==> config.mk <==
export PLATFORM = sky130hd
export DESIGN_NAME = controlpb20000
export DESIGN_NICKNAME = d
export VERILOG_FILES = /design/src/rtl/controlpb20000.sv
export SDC_FILE = /design/constraint.sdc
export NUM_CORES = 1
export LEC_CHECK = 0
export ABC_AREA = 1
export CORE_AREA = 2 2 39 41
export CTS_CLUSTER_DIAMETER = 40
export DETAILED_ROUTE_END_ITERATION = 16
export DIE_AREA = 0 0 41 43
export PLACE_DENSITY_LB_ADDON = 0.05
export SYNTH_ARGS = -nofsm -noshare
export SYNTH_HDL_FRONTEND = slang
export SYNTH_SLANG_ARGS = --single-unit
==> constraint.sdc <==
create_clock -name clk -period 3.08 [get_ports clk]
set_input_delay 0.77 -clock clk [delete_from_list [all_inputs] [get_ports clk]]
set_output_delay 0.77 -clock clk [all_outputs]
set_load 0.05 [all_outputs]
==> src/rtl/controlpb20000.sv <==
// Sequencer for the filtropb20000 biquad datapath.
// Runs shift, f(k) and y(k) steps as issue/write pairs.
module controlpb20000 (
  input  logic       clk,
  input  logic       reset,
  input  logic       start,
  output logic       en1,
  output logic       en2,
  output logic       en3,
  output logic       en4,
  output logic       en5,
  output logic       en6,
  output logic       en7,
  output logic [2:0] selmuxS,
  output logic [1:0] selmuxC,
  output logic [2:0] selmuxZ,
  output logic       busy,
  output logic       done,
  output logic       overrun
);

  typedef enum logic [3:0] {
    IDLE,
    SHIFT,
    A1_ISS,
    A1_WR,
    A2_ISS,
    A2_WR,
    Y1_ISS,
    Y1_WR,
    Y2_ISS,
    Y2_WR,
    Y3_ISS,
    Y3_WR,
    DONE
  } state_t;

  state_t state;
  state_t nxt;

  // State register; reset wins over any transition.
  always_ff @(posedge clk) begin
    if (reset) state <= IDLE;
    else       state <= nxt;
  end

  // Sticky overrun: start seen while a sample is in flight.
  always_ff @(posedge clk) begin
    if (reset)
      overrun <= 1'b0;
    else if (start && state != IDLE)
      overrun <= 1'b1;
  end

  // Next state: linear walk, only IDLE looks at start.
  always_comb begin
    nxt = state;
    unique case (state)
      IDLE:    if (start) nxt = SHIFT;
      SHIFT:   nxt = A1_ISS;
      A1_ISS:  nxt = A1_WR;
      A1_WR:   nxt = A2_ISS;
      A2_ISS:  nxt = A2_WR;
      A2_WR:   nxt = Y1_ISS;
      Y1_ISS:  nxt = Y1_WR;
      Y1_WR:   nxt = Y2_ISS;
      Y2_ISS:  nxt = Y2_WR;
      Y2_WR:   nxt = Y3_ISS;
      Y3_ISS:  nxt = Y3_WR;
      Y3_WR:   nxt = DONE;
      DONE:    nxt = IDLE;
      default: nxt = IDLE;
    endcase
  end

  // Output decode; write states keep the issue selects held.
  always_comb begin
    en1     = 1'b0;
    en2     = 1'b0;
    en3     = 1'b0;
    en4     = 1'b0;
    en5     = 1'b0;
    en6     = 1'b0;
    en7     = 1'b0;
    selmuxS = 3'd0;
    selmuxC = 2'd0;
    selmuxZ = 3'd0;
    done    = 1'b0;
    busy    = (state != IDLE);
    unique case (state)
      SHIFT: begin
        en3 = 1'b1;
        en4 = 1'b1;
      end
      A1_ISS, A1_WR: begin
        selmuxS = 3'd1;
        selmuxC = 2'd0;
        selmuxZ = 3'd3;
        en5     = (state == A1_WR);
      end
      A2_ISS, A2_WR: begin
        selmuxS = 3'd2;
        selmuxC = 2'd1;
        selmuxZ = 3'd0;
        en2     = (state == A2_WR);
      end
      Y1_ISS, Y1_WR: begin
        selmuxS = 3'd0;
        selmuxC = 2'd2;
        selmuxZ = 3'd4;
        en6     = (state == Y1_WR);
      end
      Y2_ISS, Y2_WR: begin
        selmuxS = 3'd1;
        selmuxC = 2'd3;
        selmuxZ = 3'd1;
        en7     = (state == Y2_WR);
      end
      Y3_ISS, Y3_WR: begin
        selmuxS = 3'd2;
        selmuxC = 2'd2;
        selmuxZ = 3'd2;
        en1     = (state == Y3_WR);
      end
      DONE:    done = 1'b1;
      default: ;
    endcase
  end

endmodule

==> results.yml <==
placed_design:
  dpl.hpwl_um: 625
  dp_cells: 84
  routabilityCongestion: 0.773
  io_buffers: 19
cells_and_area:
  final_cell_mix: "clkdlybuf4s50_1, nand2_1, nor2_1, inv_1, o21ai_0"
  final_common_cell: "clkdlybuf4s50_1"
  nets: 76
  areaGrowthSynthToFinish_pct: 71.7
  layout-drive-gt1-share_pct: 9.72
  diodes: 0
  final_cells: 88
worst_setup_path:
  cp.depth: 4
  cpMaxStageDelayCell: "clkdlybuf4s50_1"
  crit_start: "state[2]"
  startpoint_type: "register"
  worst_ep_arrival_time_ps: 1870
  cp_cell_sequence: "inv_1 -> nand2_1 -> o21ai_0 -> clkdlybuf4s50_1"
  crit_buf_inv: 2
  reg2reg_from: "state[3]"
  r2r_cells: 4
  r2r_slack_ps: 2140
  crit_path_end: "selmuxZ[1]"
  cp_top_family: "buffers and inverters"
  reg2reg_to: "state[0]"
  critical_path_class: "register to output pin"
  cp-end-kind: "output pin"
  cp_max_fo: 9
  critPathRequiredTime_ps: 2310
  critPathMaxStageDelay_ps: 830
timing:
  rsz0062_at_grt: "no"
  finalSetupTns_ps: 0
  setup_violations: 0
  worstMarginPinSlew_ps: 498
  clock.fmax_ghz: 0.378
  clock-skew-final_ps: 0.483
  fin_crit_sh_pct: 85.8
  slew_headroom_pct: 66.7
  finalHoldViolations: 0
  min_period_ps: 2640
  slew_violations: 0
clocking:
  clock_tree.root_cell: "clkbuf_4"
  clk-insertion-delay-late_ps: 240
  tritoncts: "yes"
  post_cts_buffers: 0
  cts_buffers: 3
  clkTransAtPathRegs_ps: 40
  hold_buffers: 0
  cts_resized: 0
  cts.path.max_buffers: 2
  cts_sinks: 5
  cts_htree_levels: 1
route:
  via_count: 362
  drcViolationCount: 0
  firstDrtPassIters: 3
  wl_per_cell_um: 8.52
  ant_nets: 0
  wirelength_um: 750
  vias_per_cell: 4.11
  first_iter_violations: 2
synth:
  synth_top_area_share_pct: 32.4
  synth-compound-area-share_pct: 16.2
  yosysSeqAreaShare_pct: 32.4
  yosys.area_share.simple_pct: 34.0
  synth_cell_types: 13
  synth_flop_cell: "dfxtp_1"
  synthAdderAreaFrac_pct: 0
  synth.avg_cell_area_um2: 6.06
  synth_top_family_by_area: "simple AND/OR/NAND/NOR gates"
  ys_ff_latch: 5
  syn-instance-count: 51
  syn-cell-area_um2: 309
  synth_enable_flop_cells: 0
  async_flop_share_pct: 0
  synth_mux_area_share_pct: 0
  ys.warnings.count: 0
  synth_xor_area_share_pct: 0
  synth_area_leader_cell: "dfxtp_1"
  synth.area.top_cells: "dfxtp_1, nand2_1, nor2_1, o21ai_0, inv_1"
  synthesis.nets: 54
floorplanning:
  pin_count: 21
  start_util_pct: 22.3
  row_count: 14
  dieHeight_um: 43
  die_x_um: 41
  core-area_mm2: 0.00138
  die-area_mm2: 0.00176
power_and_ir_drop:
  power_density_mw_per_mm2: 508
  leakagePower_nw: 0.226
  switching_power_mw: 0.114
  p_comb_share_pct: 44.2
  ir_worst_vdd_mv: 0.256
  clkPwrFrac_pct: 27.1
  switching_share_pct: 42.2
  p_int_mw: 0.156
  p_seq_share_pct: 28.7
global_routing:
  grt_first_pass_wirelength_mm: 1.12
  grt_max_degree: 10
  first_global_vias: 287
  grt_remaining_overflow: 0
  antenna_found_initial: 0
  grt_use_total_pct: 10.4
run_status:
  status: "finished clean"
worst_hold_path:
  hold_path_class: "register to register"
flow_run:
  drv_cap: 0
==> stage by stage <==
stage               total power [mW]  util [%]  hold WS, ps  setup WS [ps]  instance area, µm²
finish                         0.269      38.3          451            436                 531
detailed placement             0.199      36.4          444            663                 504
CTS                            0.275      38.3          453            401                 531
global route                   0.290      38.3          482            319                 531
floorplan                      0.164         -          540            629                 309
global placement               0.199      36.4          447            641                 504
==> worst min-delay path: stages, from the launching register on <==
cell     delay (ps)
dfxtp_1         300
inv_1            50
a21oi_1          50
==> Yosys cell counts (2+ instances only) <==
cell type,count
dfxtp_1,5
nand2_2,2
a21oi_1,3
nor3_1,2
buf_4,2
o21ai_0,6
nor2_1,9
inv_1,8
nand2_1,10
==> area by class of cell <==
type / count / area [µm²]
Fill cell: 162 / 853
Timing Repair Buffer: 19 / 190
Multi-Input combinational cell: 35 / 159
Sequential cell: 5 / 100
Inverter: 9 / 35.0
Clock buffer: 4 / 26.3
Tap cell: 16 / 20.0
==> cells by family after synthesis <==
group,count (synthesis)
buffers and inverters,11
other,1
AOI/OAI and AO/OA,10
DFF,5
and+or+nand+nor,24
==> state kept, by name (all words and copies together), names as in the netlist <==
| name | count |
|---|---|
| state | 4 |
| overrun | 1 |
==> worst min-delay path by stage <==
| stage | start | end | slack [ps] | depth (start not counted) |
|---|---|---|---|---|
| floorplan | state[2] | state[1] | 540 | 3 |
| global placement | overrun | overrun | 450 | 2 |
| detailed placement | overrun | overrun | 440 | 2 |
| CTS | overrun | overrun | 450 | 2 |
| global route | overrun | overrun | 480 | 2 |
| finish | overrun | overrun | 450 | 2 |
==> layer usage <==
layer	vias to the layer above	track usage, %	part of all wire, %
met5	-	0	0
met3	2	3.14	6.8
li1	195	-	-
met2	13	14.7	49
met1	152	10.3	43
met4	0	12.0	1.1
==> power by group through the flow <==
stage | sequential (mW) | clock, mW | combinational, mW
6_report | 0.0773 | 0.0730 | 0.119
3_3_place_gp | 0.0789 | 0 | 0.120
5_1_grt | 0.0781 | 0.0855 | 0.127
3_5_place_dp | 0.0788 | 0 | 0.120
4_1_cts | 0.0777 | 0.0775 | 0.120
2_1_floorplan | 0.0824 | 0 | 0.0813
No activity file was read; power rests on OpenSTA's default activity.
